[config.mk]
export PLATFORM = sky130hd
export DESIGN_NAME = fifo_rd_sched
export DESIGN_NICKNAME = d
export VERILOG_FILES = /design/src/rtl/fifo_rd_pkg.sv /design/src/rtl/fifo_rd_buf.sv /design/src/rtl/fifo_rd_sched.sv
export SDC_FILE = /design/constraint.sdc
export NUM_CORES = 1
export LEC_CHECK = 0
export ABC_AREA = 1
export CAP_MARGIN = 0
export CORE_ASPECT_RATIO = 1.25
export CORE_MARGIN = 3
export CORE_UTILIZATION = 40
export DETAILED_ROUTE_END_ITERATION = 16
export SETUP_SLACK_MARGIN = 0.15
export SLEW_MARGIN = 20
export SYNTH_ARGS = -nofsm -noshare
export SYNTH_HDL_FRONTEND = slang
export SYNTH_HIERARCHICAL = 1
export SYNTH_SLANG_ARGS = --single-unit
[constraint.sdc]
create_clock -name clkr -period 3.5 [get_ports clkr]
set_input_delay 0.875 -clock clkr [delete_from_list [all_inputs] [get_ports clkr]]
set_output_delay 0.875 -clock clkr [all_outputs]
set_load 0.01 [all_outputs]
[src/rtl/fifo_rd_pkg.sv]
// Shared constants, state encoding and buffer pointer helper for the FIFO read scheduler.
package fifo_rd_pkg;
  localparam int DW        = 16;
  localparam int LENW      = 10;
  localparam int BUF_DEPTH = 3;

  typedef enum logic [1:0] {IDLE, RUN, DRAIN} state_e;

  // Circular pointer over BUF_DEPTH entries.
  function automatic logic [1:0] ptr_inc(input logic [1:0] p);
    return (p == 2'(BUF_DEPTH - 1)) ? 2'd0 : p + 2'd1;
  endfunction
endpackage

[src/rtl/fifo_rd_buf.sv]
// 3-entry circular output buffer; optional per-entry last bit when FIFO_RD_LAST_EN is defined.
module fifo_rd_buf
  import fifo_rd_pkg::*;
#(
  parameter int DW = fifo_rd_pkg::DW
) (
  input  logic          clk,
  input  logic          rst,
  input  logic          i_push,
  input  logic          i_pop,
  input  logic [DW-1:0] i_data,
`ifdef FIFO_RD_LAST_EN
  input  logic          i_last,
  output logic          o_last,
`endif
  output logic [1:0]    o_occ,
  output logic [DW-1:0] o_data
);
  logic [DW-1:0] r_mem [BUF_DEPTH];
  logic [1:0]    r_wr, r_rd, r_occ;
`ifdef FIFO_RD_LAST_EN
  logic          r_lst [BUF_DEPTH];
`endif

  always_ff @(posedge clk) begin
    if (rst) begin
      r_wr  <= '0;
      r_rd  <= '0;
      r_occ <= '0;
      for (int i = 0; i < BUF_DEPTH; i++) begin
        r_mem[i] <= '0;
`ifdef FIFO_RD_LAST_EN
        r_lst[i] <= 1'b0;
`endif
      end
    end else begin
      if (i_push) begin
        r_mem[r_wr] <= i_data;
`ifdef FIFO_RD_LAST_EN
        r_lst[r_wr] <= i_last;
`endif
        r_wr <= ptr_inc(r_wr);
      end
      if (i_pop) r_rd <= ptr_inc(r_rd);
      // Push and pop together leave occupancy unchanged.
      case ({i_push, i_pop})
        2'b10:   r_occ <= r_occ + 2'd1;
        2'b01:   r_occ <= r_occ - 2'd1;
        default: r_occ <= r_occ;
      endcase
    end
  end

  assign o_occ  = r_occ;
  assign o_data = r_mem[r_rd];
`ifdef FIFO_RD_LAST_EN
  assign o_last = r_lst[r_rd];
`endif
endmodule

[src/rtl/fifo_rd_sched.sv]
// Drains len words from a 1-cycle-latency FIFO read port into a valid/ready stream.
// Optional m_last output is enabled by defining FIFO_RD_LAST_EN.
module fifo_rd_sched
  import fifo_rd_pkg::*;
#(
  parameter int DW        = fifo_rd_pkg::DW,
  parameter int LENW      = fifo_rd_pkg::LENW,
  parameter int BUF_DEPTH = fifo_rd_pkg::BUF_DEPTH
) (
  input  logic            clkr,
  input  logic            rst,
  input  logic            start,
  input  logic [LENW-1:0] len,
  output logic            busy,
  output logic            done,
  output logic            fifo_re,
  input  logic [DW-1:0]   fifo_do,
  input  logic            fifo_empty,
  output logic            m_valid,
  input  logic            m_ready,
  output logic [DW-1:0]   m_data
`ifdef FIFO_RD_LAST_EN
  , output logic          m_last
`endif
);
  state_e          r_state, w_state_nxt;
  logic [LENW-1:0] r_issue_cnt, r_out_cnt;
  logic            r_inflight, r_done;
  logic            w_re, w_pop, w_done_nxt, w_room, w_load;
  logic [1:0]      w_occ;
  logic [2:0]      w_pend;

  // Room check uses only registered occupancy so m_ready never reaches fifo_re.
  assign w_pend = {1'b0, w_occ} + {2'b0, r_inflight};
  assign w_room = (w_pend < 3'(BUF_DEPTH));
  assign w_pop  = m_valid && m_ready;
  assign w_load = (r_state == IDLE) && start && (len != '0);

  always_comb begin
    w_state_nxt = r_state;
    w_re        = 1'b0;
    w_done_nxt  = 1'b0;
    case (r_state)
      IDLE: begin
        if (w_load) w_state_nxt = RUN;
        if (start && (len == '0)) w_done_nxt = 1'b1;
      end
      RUN: begin
        w_re = !fifo_empty && (r_issue_cnt != '0) && w_room;
        if (w_re && (r_issue_cnt == LENW'(1))) w_state_nxt = DRAIN;
      end
      DRAIN: begin
        if (w_pop && (r_out_cnt == LENW'(1))) begin
          w_state_nxt = IDLE;
          w_done_nxt  = 1'b1;
        end
      end
      default: w_state_nxt = IDLE;
    endcase
  end

  always_ff @(posedge clkr) begin
    if (rst) begin
      r_state     <= IDLE;
      r_issue_cnt <= '0;
      r_out_cnt   <= '0;
      r_inflight  <= 1'b0;
      r_done      <= 1'b0;
    end else begin
      r_state    <= w_state_nxt;
      r_done     <= w_done_nxt;
      r_inflight <= w_re;
      if (w_load) begin
        r_issue_cnt <= len;
        r_out_cnt   <= len;
      end else begin
        if (w_re && (r_issue_cnt != '0))  r_issue_cnt <= r_issue_cnt - LENW'(1);
        if (w_pop && (r_out_cnt != '0))   r_out_cnt   <= r_out_cnt - LENW'(1);
      end
    end
  end

`ifdef FIFO_RD_LAST_EN
  logic r_inflight_last;
  always_ff @(posedge clkr) begin
    if (rst) r_inflight_last <= 1'b0;
    else     r_inflight_last <= w_re && (r_issue_cnt == LENW'(1));
  end
`endif

  fifo_rd_buf #(.DW(DW)) u_buf (
    .clk    (clkr),
    .rst    (rst),
    .i_push (r_inflight),
    .i_pop  (w_pop),
    .i_data (fifo_do),
`ifdef FIFO_RD_LAST_EN
    .i_last (r_inflight_last),
    .o_last (m_last),
`endif
    .o_occ  (w_occ),
    .o_data (m_data)
  );

  assign m_valid = (w_occ != 2'd0);
  assign busy    = (r_state != IDLE);
  assign done    = r_done;
  assign fifo_re = w_re;
endmodule
; After elaboration in Yosys (flattened, before gate mapping)
; Memories as Yosys holds them, arrays and structs flattened. A register that Yosys moved wholly into a read port is not among the register bits.
; Index checks and enable logic that the tools add are counted.
[classes]
mux = 25
n_reduce_logical = 23
n_addsub = 7
n_eq_ne = 11
magnitude_cmp = 1
[op_table]
columns = operator, count
row1 = two-way mux 10 bit, 4
row2 = nonzero test 10 bit, 3
row3 = "equality test 10 x 1 -> 1 bit, second input constant", 2
row4 = "subtractor 10 x 1 -> 10 bit, second input constant", 2
row5 = two-way mux 16 bit, 1
row6 = two-way mux 2 bit, 8
row7 = OR reduction 16 bit, 1
row8 = logical AND 1 bit, 10
row9 = logical NOT 10 bit, 1
row10 = nonzero test 2 bit, 5
row11 = two-way mux 1 bit, 9
row12 = "equality test 2 bit, second input constant", 4
row13 = "adder 2 x 1 -> 2 bit, second input constant", 3
row14 = "inequality test 2 bit, second input constant", 3
row15 = case mux 2 bit (3 select lines), 1
row16 = "equality test 2 x 1 -> 1 bit, second input constant", 2
row17 = case mux 2 bit (2 select lines), 1
row18 = adder 2 x 1 -> 3 bit, 1
row19 = "< comparator 3 x 2 -> 1 bit, second input constant", 1
row20 = AND reduction 3 bit, 1
row21 = logical NOT 2 bit, 1
row22 = case mux 1 bit (2 select lines), 1
row23 = "subtractor 2 x 1 -> 2 bit, second input constant", 1
row24 = logical NOT 1 bit, 1
[totals]
out_inout_bits = 20
input_bits = 31
mem_count = 1
ramBits = 48
reg_bits = 30
wordCells = 76
[memory_table]
columns = name, words, word_bits, rd, rd_clocked_by_memory_dff, write_ports, line
row1 = u_buf.r_mem, 3, 16, 1, 1, 3, fifo_rd_buf.sv:19  ; logic [DW-1:0] r_mem [BUF_DEPTH];

; Longest topological paths before layout
; Gate-level depths: netlist of run 1.
[logic_depth]
ltp_word = 7
mapped_depth = 11
ltp_nobuf = 11

; Hierarchy
; Netlist of run 1, hierarchy kept.
[modules_own_cells]
columns = mod, area_each_um2, cells_per_inst, instances
row1 = fifo_rd_buf, 3039.2, 264, 1
row2 = fifo_rd_sched, 1760.4, 270, 1

; Worst setup path after synthesis of run 1
; Ideal clock, no wire load.
[synth_timing]
path_kind = in2reg
from = input port rst
to = memory u_buf.r_mem[3][0], enable pin
path_slack_ns = 0.514
t_required_ns = 3.070
cell_stages = 1
arrival_time_ns = 2.556
path_buffers = 0
path_cell_list = nor4_1
[synth_rtl]
columns = element, line
row1 = "start, declared", fifo_rd_sched.sv:11  ; input logic rst,
row2 = "end, declared", fifo_rd_buf.sv:19

; Worst setup path in the final report of run 1
[layout_timing]
from = input port fifo_empty
to = output port fifo_re
[layout_via]
elab_chain_cells = 4
[layout_lines]
columns = element, line
row1 = "start, declared", fifo_rd_sched.sv:18  ; input logic fifo_empty,
row2 = logical NOT 1 bit, fifo_rd_sched.sv:49  ; w_re = !fifo_empty && (r_issue_cnt != '0) && w_room;
row3 = logical AND 1 bit (2 in series), fifo_rd_sched.sv:49
row4 = two-way mux 1 bit, fifo_rd_sched.sv:43  ; case (r_state)
row5 = "end, declared", fifo_rd_sched.sv:16  ; output logic fifo_re,
; Every way passes these cells.

==> results of run 1 <==
[routing by layer]
metal  wire length, um  part of all wire [%]  vias to the layer above  track usage [%]
met3               440                   4.1                        6             3.01
met1              4560                    43                     1704             18.5
met5                 0                     0                        -                0
met2              5610                    52                       79             30.7
li1                  -                     -                     1868                -
met4                81                  0.76                        0             5.56
[metrics by stage]
step	hold WS [ns]	cell area [um2]	cells
finish	0.516	5750	754
floorplan	0.464	4800	534
detailed placement	0.508	5470	738
global placement	0.505	5470	738
global route	0.547	5750	754
CTS	0.520	5750	754
[power groups by stage]
stage	clock network [uW]	logic (uW)	registers (uW)
floorplan	0	318	1310
global placement	0	471	1320
detailed placement	0	479	1320
CTS	961	482	1290
global route	1020	534	1300
finish	935	477	1290
[sequential cells by signal (all words and copies together), names as in the netlist, named ones only]
| signal | count |
|---|---|
| u_buf/r_wr | 2 |
| u_buf/r_mem | 64 |
| r_out_cnt | 10 |
| r_inflight | 1 |
| r_state | 2 |
| u_buf/r_rd | 2 |
| done | 1 |
| u_buf/o_occ | 2 |
| r_issue_cnt | 10 |
[cell usage after synthesis]
library cell  instances  area (um2)
nand2_1              78         293
o21bai_4              1        18.8
buf_2                 3        15.0
dfxtp_1              32         641
nand3_1              27         135
o21a_1                2        15.0
buf_6                 5        56.3
o211ai_1              1        7.51
edfxtp_1             64        1920
nand3_4               5        87.6
xor2_1                8        70.1
nand2_4               1        11.3
nor2_2               19         119
a21oi_1              14        70.1
nor4_1                1        6.26
o21ai_4               1        16.3
clkinv_2              1        5.00
nor2_4                7        78.8
ha_1                  9         113
nand4_1               5        31.3
nor2_1              111         417
nand3b_1              2        15.0
o21ai_1               6        30.0
buf_4                 1        7.51
o22ai_1              16         100
o21ai_0              36         180
inv_1                59         221
clkbuf_1              7        26.3
inv_2                 3        11.3
xnor2_1               4        35.0
nand3_2               3        30.0
o31ai_1               2        15.0
[worst max path at each step]
| stage | startpoint | end | slack, ns | cells after the start |
|---|---|---|---|---|
| after CTS | fifo_empty | fifo_re | 0.23 | 7 |
| after floorplan | rst | u_buf/r_mem[3][0]$_DFFE_PP_ | 0.51 | 1 |
| after detailed placement | fifo_empty | fifo_re | 0.24 | 7 |
| after global placement | fifo_empty | fifo_re | 0.25 | 7 |
| after global routing | fifo_empty | fifo_re | 0.16 | 7 |
| final | fifo_empty | fifo_re | 0.23 | 7 |
[logic make-up (layout without fill, tap and decap cells)]
kind of cell	count (synthesis)	count (layout)	synth area share [%]
DFF	96	96	53.4
AOI/OAI and AO/OA	79	79	9.44
xor gates and xnor gates	12	12	2.19
and+or+nand+nor	259	259	25.5
buffers and inverters	79	138	7.14
adders and majority gates	9	9	2.35
[critical path: cells and delay by family]
kind                   cells  cell delay [ns]
buffers and inverters      4             1.21
and+or+nand+nor            3             0.31
[final cells by class]
| type | instances | area (um2) | area share, % |
|---|---|---|---|
| repair buffers | 59 | 568 | 9.88 |
| well taps | 161 | 201 | 3.50 |
| flip-flops and latches | 96 | 2560 | 44.6 |
| clock buffers | 9 | 225 | 3.92 |
| inverters | 63 | 238 | 4.13 |
| clock inverters | 7 | 53.8 | 0.936 |
| multi-input cells | 359 | 1900 | 33.1 |
==> summary.txt, run 1 <==
Run status
  • Status: finished, final reports clean

Power and ir drop
  • PnR Total Power: 2700 uW
  • Combinational group share of total power: 17.6%
  • Psw: approximately 760 uW
  • Flop pwr share: 47.8%
  • VDD IR max: 0.242 mV
  • Cell Pwr Density: 470 mW/mm2
  • Internal: roughly 1900 uW
  • Leakage: about 0.0024 uW
  • Sw Ratio: 28.0%
  • Clk pwr share: approximately 35%

Routing
  • Iteration-0 DRC Markers: 162
  • Vias per cell: 4.85
  • Router iterations before antenna repair: 4
  • Wire per inst: approximately 14 um
  • WL final: ~11000 um
  • Drt drc: 0
  • Antenna Nets Post-Route: 0
  • Vias after detailed routing: 3657

CTS
  • H-tree depth: 3
  • CTS tree: built
  • PostCTS Resize Cnt: 0
  • CTS Sinks: 96
  • TritonCTS Buffers: 9
  • Root Buffer: clkbuf_16
  • Setup Buffers After CTS: 0
  • Bufs on Longest Clock Path: 2
  • Post-CTS Hold Fix Bufs: 0
  • Clock transition at path regs: 0.07 ns
  • Clk_lat worst skew: 0.34 ns

Worst setup path
  • Reg2reg setup slack: 1.73 ns
  • CP Launch Type: input port
  • Crit path cell chain: clkdlybuf4s50_1 > nor2_1 > nand2_1 > inv_1 > nand3_4 > inv_1 > clkdlybuf4s50_1
  • Crit Reg-Reg Startpoint: r_inflight$_SDFF_PP0_
  • Worst-path cell with the longest stage delay: clkdlybuf4s50_1
  • CP max stage delay: 0.55 ns
  • Critical path fanouts, max: 7
  • CP Data Arrival Time: 2.39 ns
  • WP data required: 2.62 ns
  • Reg2Reg Depth: 10
  • Worst R2R End: r_issue_cnt[1]$_SDFFE_PP0P_
  • CP Capture Type: output port
  • Crit path kind: in -> out

Cells and area
  • Share of layout cells above drive strength 1: 11.3%
  • Antenna diodes: 0
  • Syn-to-layout area delta: 19.8%
  • Finished Core Util: 49.3%
  • Nets@finish: 628
  • Most common cell after layout, fill and taps aside: nor2_1
  • Most frequent cells in the layout: nor2_1, nand2_1, edfxtp_1
  • Fill count: about 1100

Global route
  • Vias in the first global route: 3515
  • Total Routing Usage GR: 16.3%
  • Largest net degree at the start of global routing: 33
  • First-pass GRT wire length: between 15000 and 20000 um
  • Initial antenna violation count: 0
  • GRT overflow: 0

Place
  • Global placement routability congestion: between 0.8 and 0.9
  • PortBufs: 50
  • Pre-CTS setup slack: 0.245 ns
  • HPWL Detailed: ~7300 um

Logic synthesis
  • Number of synthesized register bits: 96
  • Register area share after synthesis: 53.4%
  • Syn avg cell area: 8.99 um2
  • Synth Net Count: 574
  • Synth cell types: 32
  • Synthesized netlist cell count: 534
  • Syn Std Cell Area: 0.00480 mm2
  • Warnings, synthesis: 6

STA
  • Final Cycle Share: 93.3%
  • Slew @ Worst Pin: 0.648 ns
  • Setup TNS Final: 0 ns
  • Fin worst setup slack: 0.234 ns
  • Setup Skew: 0.0124 ns
  • Final slew viol count: 0
  • Slew margin rel.: a little under three fifths
  • Final hold vios: 0
  • Setup violators final: 0
  • RSZ-0062 raised after global routing: false
  • FMAX: 306 MHz
  • Minimum clock period: 3.27 ns

Floorplanning
  • DIE AREA: 0.0134 mm2
  • Die Ht: 128 um
  • Core Rows: 44
  • I/O Pins: 51
  • Starting Density: 41.1%
  • Die Width: between 100 and 150 um
  • Core Region: 0.0117 mm2

Worst hold path
  • Worst Hold Depth: 2
  • HP Start: r_issue_cnt[6]$_SDFFE_PP0P_
  • Hold EP: r_issue_cnt[6]$_SDFFE_PP0P_
  • Worst hold-check path type: reg -> reg

Job
  • MaxCap Viol Count: 0
No activity file was read; power rests on OpenSTA's default activity.
==> run 2: changes to the inputs <==
--- a/config.mk
+++ b/config.mk
@@ -6,10 +6,10 @@
 export NUM_CORES = 1
 export LEC_CHECK = 0
 export ABC_AREA = 1
-export CAP_MARGIN = 0
 export CORE_ASPECT_RATIO = 1.25
 export CORE_MARGIN = 3
 export CORE_UTILIZATION = 40
+export CTS_BUF_LIST = sky130_fd_sc_hd__clkbuf_16
 export DETAILED_ROUTE_END_ITERATION = 16
 export SETUP_SLACK_MARGIN = 0.15
 export SLEW_MARGIN = 20
==> results of run 2 <==
Final layout, timing and power as in run 1 (identical DEF).
==> edit: new RTL, config.mk and constraints of run 2 <==
The 3 states of `state_e` get a one-hot encoding in 3 bits.
--- a/src/rtl/fifo_rd_pkg.sv
+++ b/src/rtl/fifo_rd_pkg.sv
@@ -6,3 +6,3 @@
 
-  typedef enum logic [1:0] {IDLE, RUN, DRAIN} state_e;
+  typedef enum logic [2:0] {IDLE = 3'b001, RUN = 3'b010, DRAIN = 3'b100} state_e;
 
Function: same outputs for any inputs over 4 cycles, from zero or initial values and one cycle with rst high; so few cycles prove little.
==> edit against run 2 <==
- synthesized cell count grew 7.3%
- critical path depth shrank 1
- worst setup slack gained 0.070 ns
- count of clock-buffer cells in the layout is the same
- wire length grew 3.5%
- synthesized area grew 1.1%
- sequential cell count grew 1
- final area grew 1.5%
Power is not compared: it rests on default switching activity, and its combinational part moved more than twofold at a synthesized area within 25%.
==> edit: results (changes against run 2) <==
setup_path:
  critPathArrivalTime_ns: 2.32  # -0.07 ns
  rr_worst_depth: 9  # -1
  crit_fanout: 4  # -3
detailed_routing:
  first_iter_violations: 161  # -0.62%
  viasPerCell: 4.85  # about the same
  wire_per_inst_um: 14.0  # -1.4%
sta:
  worstMarginPinSlew_ns: 0.482  # -0.166 ns
  finalClockSkew_ns: 0.0127  # +0.000258 ns
  hold_slack_ns: 0.489  # -0.0269 ns
logic_synthesis:
  syn-num-nets: 613  # +6.8%
  syn_avg_cell_area_um2: 8.47  # -5.8%
  synthXorXnorAreaFrac_pct: 1.26  # -0.93 points
  ys_top_cells_by_count: "nand2_1 (110), nor2_1 (109), inv_1 (68)"
  ys_seq_area_share_pct: 53.2  # -0.18 points
  synth.area.top_cells: "edfxtp_1 (40%), dfxtp_1 (14%), nand2_1 (8.5%)"
  synthAdderAreaFrac_pct: 2.32  # -0.026 points
run_status:
  outcome: "finished, final reports clean"
placed_design:
  finalWeightedCongestion: 0.897  # +11%
  dpl.hpwl_mm: 7.54  # +2.7%
  pre_cts_slack_ns: 0.261  # +0.0162 ns
  post_dp_cell_area_mm2: 0.00552  # +0.96%
finish:
  drive_gt1_share_pct: 9.05  # -2.3 points
  area_delta_synth_final_pct: 20.2
  nets: 665  # +5.9%
min_path:
  min_from: "r_issue_cnt[1]"
-- edit: worst max path at each step --
stage / depth (start not counted) / startpoint / to / slack, ns
after global placement: 6 / fifo_empty / fifo_re / 0.28
after global routing: 6 / fifo_empty / fifo_re / 0.21
after detailed placement: 6 / fifo_empty / fifo_re / 0.26
final: 6 / fifo_empty / fifo_re / 0.30
after CTS: 6 / fifo_empty / fifo_re / 0.25
after floorplan: 1 / rst / u_buf/r_mem[3][0] / 0.51
-- edit: per-layer routing --
layer | share of wire (%) | up-vias | global-route usage (%)
met5 | 0 | - | 0
met4 | 1.8 | 0 | 6.96
met3 | 3.8 | 14 | 2.44
met2 | 51 | 80 | 30.2
met1 | 44 | 1769 | 20.4
li1 | - | 1977 | -
-- edit: final cells by class --
cell class	count	area share, %
sequential	97	44.3
multi-input combinational	388	32.7
timing repair buffer	59	9.74
inverter	70	4.50
clock buffer	9	3.86
tap	161	3.45
clock inverter	7	1.44
-- edit: kinds of logic (layout without fill, tap and decap cells) --
group / Yosys count / in the layout
AOI/OAI and AO/OA: 77 / 77
adders and majority gates: 9 / 9
buffers and inverters: 88 / 145
and+or+nand+nor: 295 / 295
xor gates and xnor gates: 7 / 7
DFF: 97 / 97
-- edit: timing repair --
action | in CTS | in global routing
resized for setup | 0 | 1
endpoints found under the setup margin | 0 | 1
hold buffers | 0 | 0
-- edit: worst register-to-register path: cells and delay by family, from the launching register on --
| family | cells | cell delay [ns] |
|---|---|---|
| compound gates | 1 | 0.13 |
| flops | 1 | 0.35 |
| fa+ha+maj | 2 | 0.48 |
| simple gates | 5 | 0.80 |
| buf+inv | 1 | 0.10 |
-- edit: power breakdown --
| group | total [mW] | internal (mW) | switching, mW |
|---|---|---|---|
| logic | 1.12 | 0.431 | 0.690 |
| clock network | 1.02 | 0.567 | 0.454 |
| registers | 1.40 | 1.32 | 0.0861 |
| total | 3.55 | 2.32 | 1.23 |
